## config.mk

```make
export PLATFORM = sky130hd
export DESIGN_NAME = series_job_arbiter
export DESIGN_NICKNAME = d
export VERILOG_FILES = /design/src/rtl/series_pkg.sv /design/src/rtl/series_job_arbiter_rr_pick.sv /design/src/rtl/series_job_arbiter.sv
export SDC_FILE = /design/constraint.sdc
export NUM_CORES = 1
export LEC_CHECK = 0
export ABC_AREA = 1
export CORE_MARGIN = 2
export CORE_UTILIZATION = 65
export CTS_CLUSTER_DIAMETER = 60
export CTS_CLUSTER_SIZE = 8
export DETAILED_ROUTE_END_ITERATION = 8
export DONT_BUFFER_PORTS = 1
export PLACE_DENSITY = 0.88
export SYNTH_ARGS = -nofsm -noshare
export SYNTH_HDL_FRONTEND = slang
export SYNTH_SLANG_ARGS = --single-unit
```

## constraint.sdc

```tcl
create_clock -name clk -period 6.5 [get_ports clk]
set_input_delay 0.975 -clock clk [delete_from_list [all_inputs] [get_ports clk]]
set_output_delay 0.975 -clock clk [all_outputs]
set_load 0.02 [all_outputs]
```

## src/rtl/series_pkg.sv

```systemverilog
// Shared definitions for the series-evaluation job arbiter.
//   state_t : FSM state encoding (3 bits), S_IDLE..S_DONE
//   DEF_DW  : default datapath operand bus width
//   DEF_RW  : default result width
//   clog2   : elaboration-time ceiling log2
package series_pkg;

    localparam int unsigned DEF_DW = 8;
    localparam int unsigned DEF_RW = 16;

    typedef enum logic [2:0] {
        S_IDLE  = 3'd0,
        S_START = 3'd1,
        S_LD_N  = 3'd2,
        S_LD_XL = 3'd3,
        S_LD_XH = 3'd4,
        S_REL   = 3'd5,
        S_RUN   = 3'd6,
        S_DONE  = 3'd7
    } state_t;

    // Ceiling log2, used to size counters and pointers.
    function automatic int unsigned clog2(input int unsigned v);
        int unsigned r;
        r = 0;
        while ((64'(1) << r) < 64'(v)) begin
            r = r + 1;
        end
        return r;
    endfunction

endpackage

```

## src/rtl/series_job_arbiter_rr_pick.sv

```systemverilog
// rr_pick: combinational round-robin picker.
// Ports:
//   req    in   NREQ   pending requests
//   rr_ptr in   PW     first index to consider
//   grant  out  NREQ   one-hot winner
//   gid    out  PW     encoded winner
//   valid  out  1      any request pending
module rr_pick #(
    parameter int unsigned NREQ = 4,
    parameter int unsigned PW   = 2
) (
    input  logic [NREQ-1:0] req,
    input  logic [PW-1:0]   rr_ptr,
    output logic [NREQ-1:0] grant,
    output logic [PW-1:0]   gid,
    output logic            valid
);

    // Scan from rr_ptr upward with wrap; first set request wins.
    always_comb begin
        int unsigned sum;
        logic [PW-1:0] idx;
        grant = '0;
        gid   = '0;
        valid = 1'b0;
        sum   = 0;
        idx   = '0;
        for (int unsigned k = 0; k < NREQ; k++) begin
            sum = 32'(rr_ptr) + k;
            if (sum >= NREQ) begin
                sum = sum - NREQ;
            end
            idx = PW'(sum);
            if (!valid && req[idx]) begin
                valid      = 1'b1;
                gid        = idx;
                grant[idx] = 1'b1;
            end
        end
    end

endmodule

```

## src/rtl/series_job_arbiter.sv

```systemverilog
// series_job_arbiter: round-robin sharing of one series-evaluation datapath.
// Replays the datapath load protocol for the winning job, waits for the
// datapath to finish, and returns the result with a one-cycle ack.
// Optional feature macro: SERIES_WATCHDOG_EN (S_RUN timeout with dp_abort).
// Ports:
//   clk, rst                     clock, async active-high reset
//   req/req_n/req_x              per-requester job request and operands
//   ack/rsp_result/rsp_err       one-hot completion pulse and response
//   busy                         job in flight
//   dp_start/dp_bus/dp_abort     datapath control and operand bus
//   dp_ready/dp_result           datapath status and accumulator
module series_job_arbiter
    import series_pkg::*;
#(
    parameter int unsigned NREQ = 4,
    parameter int unsigned DW   = DEF_DW,
    parameter int unsigned RW   = DEF_RW,
    parameter int unsigned TMO  = 255
) (
    input  logic                 clk,
    input  logic                 rst,
    input  logic [NREQ-1:0]      req,
    input  logic [NREQ*DW-1:0]   req_n,
    input  logic [NREQ*2*DW-1:0] req_x,
    output logic [NREQ-1:0]      ack,
    output logic [RW-1:0]        rsp_result,
    output logic                 rsp_err,
    output logic                 busy,
    output logic                 dp_start,
    output logic [DW-1:0]        dp_bus,
    output logic                 dp_abort,
    input  logic                 dp_ready,
    input  logic [RW-1:0]        dp_result
);

    localparam int unsigned PW = clog2(NREQ);

    state_t            state, state_n;
    logic [PW-1:0]     rr_ptr, gid_q, pick_gid;
    logic [NREQ-1:0]   gnt_q, pick_grant;
    logic              pick_valid;
    logic [DW-1:0]     n_q;
    logic [2*DW-1:0]   x_q;
    logic              take, timeout, wd_hit;
    logic [NREQ-1:0]   ack_n;
    logic [RW-1:0]     result_n;
    logic              err_n, abort_n, busy_n, start_n;
    logic [DW-1:0]     bus_n;

    rr_pick #(.NREQ(NREQ), .PW(PW)) u_pick (
        .req    (req),
        .rr_ptr (rr_ptr),
        .grant  (pick_grant),
        .gid    (pick_gid),
        .valid  (pick_valid)
    );

`ifdef SERIES_WATCHDOG_EN
    localparam int unsigned WW = clog2(TMO + 1);
    logic [WW-1:0] wd_cnt;

    // Counts S_RUN cycles; held at zero everywhere else so it restarts on entry.
    always_ff @(posedge clk or posedge rst) begin
        if (rst) begin
            wd_cnt <= '0;
        end else if (state != S_RUN) begin
            wd_cnt <= '0;
        end else begin
            wd_cnt <= wd_cnt + WW'(1);
        end
    end

    // True in the TMO-th S_RUN cycle.
    assign wd_hit = (state == S_RUN) && (wd_cnt == WW'(TMO - 1));
`else
    logic [31:0] unused_tmo;
    assign unused_tmo = 32'(TMO);
    assign wd_hit     = 1'b0;
`endif

    // Next state and next registered output values.
    always_comb begin
        state_n  = state;
        take     = 1'b0;
        timeout  = 1'b0;
        ack_n    = '0;
        result_n = '0;
        err_n    = 1'b0;
        abort_n  = 1'b0;
        bus_n    = '0;
        case (state)
            S_IDLE: begin
                if (pick_valid && dp_ready) begin
                    take    = 1'b1;
                    state_n = S_START;
                end
            end
            S_START: state_n = S_LD_N;
            S_LD_N:  state_n = S_LD_XL;
            S_LD_XL: state_n = S_LD_XH;
            S_LD_XH: state_n = S_REL;
            S_REL:   state_n = S_RUN;
            S_RUN: begin
                if (dp_ready) begin
                    state_n = S_DONE;
                end else if (wd_hit) begin
                    state_n = S_DONE;
                    timeout = 1'b1;
                end
            end
            S_DONE:  state_n = S_IDLE;
            default: state_n = S_IDLE;
        endcase

        if (state == S_RUN && state_n == S_DONE) begin
            ack_n    = gnt_q;
            result_n = timeout ? '0 : dp_result;
            err_n    = timeout;
            abort_n  = timeout;
        end

        busy_n  = (state_n != S_IDLE);
        start_n = state_n inside {S_START, S_LD_N, S_LD_XL, S_LD_XH};
        case (state_n)
            S_LD_N:  bus_n = n_q;
            S_LD_XL: bus_n = x_q[DW-1:0];
            S_LD_XH: bus_n = x_q[2*DW-1:DW];
            default: bus_n = '0;
        endcase
    end

    // State, operand latch, round-robin pointer and output registers.
    always_ff @(posedge clk or posedge rst) begin
        if (rst) begin
            state      <= S_IDLE;
            rr_ptr     <= '0;
            gid_q      <= '0;
            gnt_q      <= '0;
            n_q        <= '0;
            x_q        <= '0;
            ack        <= '0;
            rsp_result <= '0;
            rsp_err    <= 1'b0;
            busy       <= 1'b0;
            dp_start   <= 1'b0;
            dp_bus     <= '0;
            dp_abort   <= 1'b0;
        end else begin
            state      <= state_n;
            ack        <= ack_n;
            rsp_result <= result_n;
            rsp_err    <= err_n;
            busy       <= busy_n;
            dp_start   <= start_n;
            dp_bus     <= bus_n;
            dp_abort   <= abort_n;
            if (take) begin
                gid_q <= pick_gid;
                gnt_q <= pick_grant;
                n_q   <= req_n[pick_gid*DW +: DW];
                x_q   <= req_x[pick_gid*2*DW +: 2*DW];
            end
            if (state == S_DONE) begin
                rr_ptr <= (gid_q == PW'(NREQ - 1)) ? '0 : gid_q + PW'(1);
            end
        end
    end

endmodule

```

==> Word-level counts from Yosys, hierarchy flattened <==
Cells that the tools add are included.
Widths: inputs -> output; s select.
{ "totals": {"in_bits": 119, "out_inout_bits": 32, "wordCells": 105, "regBits": 65} }
{ "op_classes": {"bitwise_logic": 3, "n_shift": 2, "n_eq_ne": 13, "n_reduce_logical": 15, "muxes": 41, "add_sub_neg": 8, "order_cmp": 12} }
{ "ops": {"columns": ["operator", "n"], "rows": [
  ["$shiftx 64x7->16", 1],
  ["$shiftx 32x6->8", 1],
  ["$pmux 3 s8", 1],
  ["$pmux 8 s3", 1],
  ["$mux 4", 5],
  ["$eq 3x3->1 const B", 6],
  ["$mux 2", 9],
  ["$mux 16", 1],
  ["$mux 1", 14],
  ["$eq 3x2->1 const B", 4],
  ["$lt 2x3->1 const B", 4],
  ["$or 4x4->4", 3],
  ["$ge 3x3->1 const B", 3],
  ["$logic_and 1x1->1", 9],
  ["$bmux 1 s2", 4],
  ["$demux 1 s2", 4],
  ["$ge 2x1->1 const B", 4],
  ["$sub 2x1->2 const B", 4],
  ["$add 2x2->3 const B", 2],
  ["$eq 3x1->1 const B", 2],
  ["$mux 3", 2],
  ["$reduce_bool 4->1", 1],
  ["$add 2x1->3 const B", 1],
  ["$ge 2x3->1 const B", 1],
  ["5 further kinds", 7]
]} }

==> Depth between registers and ports, before layout <==
Gate-level depths: netlist of run 1.
{ "logic_depth": {"depth_word": 20, "depth_mapped": 17, "mapped_depth_nobuf": 14} }

==> Modules after synthesis <==
A second synthesis of run 1 with hierarchy kept.
{ "hier_totals": {"hier_cells": 495, "area_unflattened_um2": 3741.1} }
{ "by_module_without_submodules": {"columns": ["module", "seq_area_each_um2", "area_each_um2", "instances", "cells_each"], "rows": [
  ["series_job_arbiter", 1626.6, 3300.7, 1, 421],
  ["rr_pick", 0.0, 440.4, 1, 74]
]} }

==> Worst setup path before layout of run 1 <==
OpenSTA, ideal clock, no wires.
{ "synth_timing": {"path_kind": "input to register", "startpoint": "input port req[2]", "endpoint": "register x_q[15]", "arrival_time_ns": 2.108, "n_path_buf": 2, "path_stages": 13, "path_slack_ns": 4.268, "setup_time_ns": 0.124, "t_required_ns": 6.376, "path_cell_list": "nand2_1 -> nand3_2 -> nand2_4 -> nor2_2 -> nor2_1 -> nand2_2 -> nand2_2 -> buf_6 -> buf_4 -> nand2_1 -> nand2_1 -> nand2_1 -> nand3_1"} }
{ "synth_between": {"elab_chain_len": 15, "word_cells_on_any_way": 26, "cone_classes": "1 x shift; 18 x mux; 7 x reduce/logical"} }
{ "synth_rtl": {"columns": ["item", "line", "text"], "rows": [
  ["start: declaration", "series_job_arbiter.sv:22", "input logic [NREQ-1:0] req,"],
  ["parallel branches: the longest is 15 deep, another holds $bmux 1 s2", null, null],
  ["end signal: assignment", "series_job_arbiter.sv:161", "x_q <= req_x[pick_gid*2*DW +: 2*DW];"],
  ["end: declaration", "series_job_arbiter.sv:43", "logic [2*DW-1:0] x_q;"]
]} }
Parallel ways; which one is timed is not known. The select of a mux whose other input is x is not followed.
A chain may end at the register's enable or synchronous reset.

==> Final worst setup path of run 1 <==
{ "layout_timing": {"startpoint": "register rr_ptr[0]", "endpoint": "register x_q[12]"} }
{ "layout_between": {"elab_chain_len": 17, "word_cells_on_any_way": 41, "cone_classes": "7 x add/sub; 4 x order compare; 1 x shift; 22 x mux; 7 x reduce/logical"} }
{ "layout_rtl": {"columns": ["item", "line", "text"], "rows": [
  ["start: declaration", "series_job_arbiter.sv:39", "logic [PW-1:0] rr_ptr, gid_q, pick_gid;"],
  ["start signal: assignment", "series_job_arbiter.sv:164", "rr_ptr <= (gid_q == PW'(NREQ - 1)) ? '0 : gid_q + PW'(1);"],
  ["parallel branches: the longest is 17 deep, another holds $add 2x1->3", null, null]
]} }
Parallel ways; which one is timed is not known. The select of a mux whose other input is x is not followed.

==> flow_summary.ini, run 1 <==
[sta]
fin_hold_ws_ns = 0.481
drv_slew = 0
skew_ns = 0.00757
relSlewSlack_pct = 32.3
max_freq_ghz = 0.261
worst_pin_slew_ns = 1.01
worst_slack_ns = 2.67
rsz0062_at_grt = false
setup_violations = 0
period_share_pct = 59.0
fin_crit_ns = 3.83
tns_ns = 0
hold_violations = 0

[pwr]
clock_power_share_pct = 14.3
peakVddDrop_v = 0.000344
p_int_mw = 1.19
cellLeakagePower_nw = 2.40
pwr-share-comb_pct = 59.0
power_switching_mw = 1.26
p_seq_share_pct = 26.8
p_sw_share_pct = 51.4
power_density_nw_per_um2 = 579
total_power_mw = 2.45

[clock_tree]
cts_resized = 0
htreeDepth = 3
cts_sinks = 65
cts_buffer_depth = 2
hold_buffers = 0
clk_latency_ns = 0.34
path_clk_slew_ns = 0.07
cts_setup_buffers = 0
clockRootBuffer = clkbuf_8
cts_made_buffers = 9
tritoncts = done

[global_routing]
grt_max_degree = 68
grtUsageMet2_pct = 49.0
grt_pass1_wl_um = 15200
met3_usage_pct = 7.65
grt_overflow = 0
busiest_layer = met2
grtUsageMet1_pct = 29.8
gr-usage-all-layers_pct = 26.9
grt_pass1_vias = 3516
antenna_found_initial = 0

[routing]
routed_wirelength_um = 8760
firstDrtPassIters = 5
wire_per_inst_um = 13.6
drc = 0
postRouteAntennaNets = 0
drt-initial-drc-count = 235
vias = 3608
viasPerCell = 5.60

[yosys]
netlist_area_um2 = 4100
synth_top_area_share_pct = 39.7
netlist_instances = 580
synth_ff_type = dfrtp_1
ys_ff_latch = 65
ys_types = 32
avgSynthCellArea_um2 = 7.06
yosysWarnings = 0
synth_area_leaders = dfrtp_1, nand2_1, nand3_1
synth_edf_count = 0
yosysSeqAreaShare_pct = 39.7
async_flop_share_pct = 100
yosysTopAreaCell = dfrtp_1

[status]
outcome = finished clean

[floorplan]
dieWidth_um = 83.4
core_um2 = 5990
start_util_pct = 68.4
io_pins = 151
row_count = 28
dieArea_um2 = 6950
die_h_um = 83.4

[critical_path]
required_ns = 6.72
worstSetupPathType = flop to flop
crit_family = simple AND/OR/NAND/NOR gates
path_common_cell = nand3_1
cp-start-kind = flop
cpPeakStageDelay_ns = 0.82
crit_fanout = 67
cp.arrival_ns = 4.06
critPathCaptureType = flop
cp_cell_sequence = inv_4, ha_1, inv_1, nand3_2, nand2_4, a21oi_1, nand2_1, nand2_2, or2_1, nand3_1, nand3_1
critPathBufInv = 2
critPathSlowestCell = nand2_2

[layout]
postLayoutCellArea_um2 = 4240
drive_gt1_share_pct = 7.56
utilization_pct = 70.8
fin_nets = 692
stdcell_count = 644
area_growth_pct = 3.48
diodes = 0

[placement]
portBuffers = 0
place_congestion = 0.855
place_ws_ns = 2.71
placed_area_um2 = 4030
dpl.hpwl_um = 6510
placedCellCount = 628

[flow_run]
cap_violations = 0

[hold_path]
hold_path_class = flop to flop
## logic make-up after synthesis
kind of cell	count (synthesis)	share of synthesized area (%)
compound gates	23	3.70
xor+xnor	1	0.214
fa+ha+maj	9	2.75
buf+inv	132	13.7
flops	65	39.7
other cells	1	0.0915
simple gates	349	39.9
## metal layers
layer / vias to the layer above / share of wire, %
li1: 1774 / -
met1: 1653 / 39
met2: 162 / 51
met3: 19 / 8.5
met4: 0 / 2.0
met5: - / 0
## worst min-delay path: stages (launching register included)
cell and delay (ns):
dfrtp_1 0.34, nand2_1 0.05, nand2_1 0.06
## cell type report
| cell class | instances | area (um2) |
|---|---|---|
| clock inverter | 2 | 35.0 |
| multi-input combinational | 384 | 1910 |
| fill | 492 | 1750 |
| sequential | 65 | 1630 |
| inverter | 103 | 389 |
| clock buffer | 14 | 173 |
| timing repair buffer | 1 | 7.51 |
| tap | 75 | 93.8 |
## synth_stat cells (3+ instances only)
| library cell | number |
|---|---|
| o21ai_0 | 7 |
| buf_4 | 6 |
| a21oi_1 | 4 |
| or2_1 | 18 |
| nor2_1 | 29 |
| inv_1 | 97 |
| nand4_1 | 17 |
| nor2_2 | 5 |
| ha_1 | 9 |
| o221ai_1 | 4 |
| nand3_2 | 3 |
| nand2_1 | 158 |
| nand3_1 | 104 |
| inv_2 | 3 |
| a22oi_1 | 4 |
| buf_6 | 3 |
| clkbuf_1 | 5 |
| nand2_2 | 9 |
| nand2_4 | 3 |
| dfrtp_1 | 65 |
| buf_2 | 13 |
## power groups by stage
stage | Combinational [mW] | Clock [mW] | Sequential (mW)
floorplan | 1.29 | 0 | 0.633
global placement | 1.37 | 0 | 0.659
detailed placement | 1.43 | 0 | 0.663
CTS | 1.44 | 0.356 | 0.657
global route | 1.65 | 0.375 | 0.673
finish | 1.45 | 0.351 | 0.657
## sequential cells by signal, indices dropped and copies added, names as in the netlist
name,flops
rsp_result,16
x_q,16
dp_bus,8
n_q,8
ack,4
gnt_q,4
state,3
gid_q,2
rr_ptr,2
busy,1
dp_start,1
## path summary, 6_finish.rpt
path | cells after the start | start | to | slack, ns
max in group asynchronous | 2 | rst | x_q[7]$_DFFE_PP0P_ | 5.04
min in group asynchronous | 1 | rst | gid_q[1]$_DFFE_PP0P_ | 0.58
worst min-delay path | 2 | n_q[3]$_DFFE_PP0P_ | n_q[3]$_DFFE_PP0P_ | 0.48
worst max-delay path | 11 | rr_ptr[0]$_DFFE_PP0P_ | x_q[12]$_DFFE_PP0P_ | 2.67
worst max register to register | 11 | rr_ptr[0]$_DFFE_PP0P_ | x_q[12]$_DFFE_PP0P_ | 2.67
worst min register to register | 2 | n_q[3]$_DFFE_PP0P_ | n_q[3]$_DFFE_PP0P_ | 0.48
## cells in the final DEF, fill, tap and decap left out, drive strengths merged, types with 3 or more instances in the layout
| master | instances |
|---|---|
| a21oi | 5 |
| a22oi | 4 |
| clkbuf | 14 |
| clkinv | 3 |
| dfrtp | 65 |
| ha | 9 |
| inv | 101 |
| nand2 | 170 |
| nand3 | 107 |
| nand4 | 19 |
| nor2 | 34 |
| o21ai | 7 |
| o221ai | 4 |
| or2 | 18 |
(Power assumes the default switching activity.)
==> inputs of run 2 (changes only) <==
--- a/config.mk
+++ b/config.mk
@@ -7,12 +7,12 @@
 export LEC_CHECK = 0
 export ABC_AREA = 1
 export CORE_MARGIN = 2
-export CORE_UTILIZATION = 65
+export CORE_UTILIZATION = 58
 export CTS_CLUSTER_DIAMETER = 60
 export CTS_CLUSTER_SIZE = 8
 export DETAILED_ROUTE_END_ITERATION = 8
 export DONT_BUFFER_PORTS = 1
-export PLACE_DENSITY = 0.88
+export PLACE_DENSITY = 0.83
 export SYNTH_ARGS = -nofsm -noshare
 export SYNTH_HDL_FRONTEND = slang
 export SYNTH_SLANG_ARGS = --single-unit
==> constraint.sdc (replaced) <==
create_clock -name clk -period 3.4 [get_ports clk]
set_input_delay 0.51 -clock clk [delete_from_list [all_inputs] [get_ports clk]]
set_output_delay 0.51 -clock clk [all_outputs]
set_load 0.02 [all_outputs]
==> flow_summary.ini, run 2 (synthesis gave the netlist of run 1 again) <==
[status]
outcome = finished clean

[layout]
final_common_cell = nand2_1
postLayoutCellArea_um2 = 4320
area_growth_pct = 5.44
final_cell_mix = nand2_1, nand3_1, inv_1
fin_nets = 696
largestRegisters = rsp_result: 16 flops, x_q: 16 flops
diodes = 0
drive_gt1_share_pct = 8.55

[pwr]
total_power_mw = 4.80
clock_power_share_pct = 14.7
p_sw_share_pct = 50.9
power_switching_mw = 2.44
peakVddDrop_v = 0.000675
pwr-share-comb_pct = 59.0
power_density_nw_per_um2 = 1110
p_seq_share_pct = 26.4
cellLeakagePower_nw = 2.42
p_int_mw = 2.36

[critical_path]
crit_family = simple AND/OR/NAND/NOR gates
worstSetupPathType = flop to flop
critPathCaptureType = flop
cp-start-kind = flop
required_ns = 3.65
cp_cell_sequence = inv_4, ha_1, inv_1, nand3_2, nand2_4, nand4_2, nand2_1, nand2_2, nand2_4, inv_2, nand4_1, nor2_1
critPathSlowestCell = nand4_1
critPathBufInv = 3
cp.arrival_ns = 3.15
cpPeakStageDelay_ns = 0.60
path_common_cell = nand2_4
crit_fanout = 20

[routing]
firstDrtPassIters = 4
wire_per_inst_um = 12.9
vias = 3552
drc = 0
drt-initial-drc-count = 203
routed_wirelength_um = 8660
viasPerCell = 5.31
postRouteAntennaNets = 0

[global_routing]
grt_max_degree = 68
gr-usage-all-layers_pct = 23.3
grt_overflow = 0
antenna_found_initial = 0
grt_pass1_vias = 3187
grt_pass1_wl_um = 14200

[sta]
rsz0062_at_grt = false
period_share_pct = 85.4
skew_ns = 0.00657
hold_violations = 0
max_freq_ghz = 0.344
worst_slack_ns = 0.497
tns_ns = 0
fin_crit_ns = 2.90
worst_pin_slew_ns = 0.816
drv_slew = 0
setup_violations = 0
relSlewSlack_pct = 45.5

[placement]
dpl.hpwl_um = 6450
place_ws_ns = 0.475
place_congestion = 0.883
placed_area_um2 = 4100
portBuffers = 0

[clock_tree]
cts_made_buffers = 9
cts_buffer_depth = 2
path_clk_slew_ns = 0.07
clockRootBuffer = clkbuf_8
htreeDepth = 3
cts_setup_buffers = 0
cts_resized = 0
cts_sinks = 65
hold_buffers = 0
clk_latency_ns = 0.35
tritoncts = done

[flow_run]
cap_violations = 0

[floorplan]
start_util_pct = 60.0
core_um2 = 6830
dieArea_um2 = 7750
die_h_um = 88.0
io_pins = 151
dieWidth_um = 88.0
row_count = 30

[hold_path]
hold_path_class = input port to async pin
[run 2: cell count changes in the layout (fill, tap and decap cells not counted), sizes merged]
| cell | before | now |
|---|---|---|
| clkbuf | 14 | 9 |
| buf | 1 | 5 |
| clkinv | 3 | 6 |
| bufinv | 1 | 2 |
| clkinvlp | 0 | 1 |
[run 2: cell type report]
type / instances / area, um2
Clock buffer: 9 / 124
Sequential cell: 65 / 1630
Multi-Input combinational cell: 384 / 1910
Inverter: 103 / 389
Tap cell: 96 / 120
Fill cell: 599 / 2510
Timing Repair Buffer: 5 / 50.0
Clock inverter: 7 / 95.1
[run 2: path summary, 6_finish.rpt]
kind | from | end | slack [ns] | cells past startpoint
worst max register to register | rr_ptr[0]$_DFFE_PP0P_ | rsp_result[8]$_DFF_PP0_ | 0.50 | 12
worst min-delay path | rst | rsp_result[4]$_DFF_PP0_ | 0.19 | 1
min in group clk | dp_result[5] | rsp_result[5]$_DFF_PP0_ | 0.26 | 2
max in group asynchronous | rst | gnt_q[3]$_DFFE_PP0P_ | 2.35 | 2
worst min register to register | x_q[14]$_DFFE_PP0P_ | x_q[14]$_DFFE_PP0P_ | 0.48 | 2
worst max-delay path | rr_ptr[0]$_DFFE_PP0P_ | rsp_result[8]$_DFF_PP0_ | 0.50 | 12
[run 2: worst reg2reg max path, cell delays in order (launching register included)]
cell,delay (ns)
dfrtp_1,0.58
inv_4,0.10
ha_1,0.37
inv_1,0.11
nand3_2,0.10
nand2_4,0.09
nand4_2,0.11
nand2_1,0.11
nand2_2,0.11
nand2_4,0.14
inv_2,0.09
nand4_1,0.60
nor2_1,0.29
[run 2: through the flow]
| stage | instances | utilization [%] | hold WS (ns) |
|---|---|---|---|
| global route | 669 | 63.2 | 0.240 |
| global placement | 653 | 60.0 | 0.463 |
| finish | 669 | 63.2 | 0.191 |
| floorplan | 581 | - | 0.449 |
| CTS | 669 | 63.2 | 0.212 |
| detailed placement | 653 | 60.0 | 0.466 |
[run 2: power by group through the flow]
stage	Combinational, mW	Sequential [mW]	Clock, mW
CTS	2.84	1.26	0.720
detailed placement	2.82	1.28	0
global placement	2.72	1.27	0
floorplan	2.46	1.21	0
global route	3.23	1.30	0.755
finish	2.83	1.27	0.705
[run 2: routing by layer]
layer,routed length (um),up-vias,global-route usage [%]
li1,-,1777,-
met1,3620,1616,29.3
met4,142,0,7.44
met2,4290,144,39.4
met5,0,-,0
met3,599,15,6.22
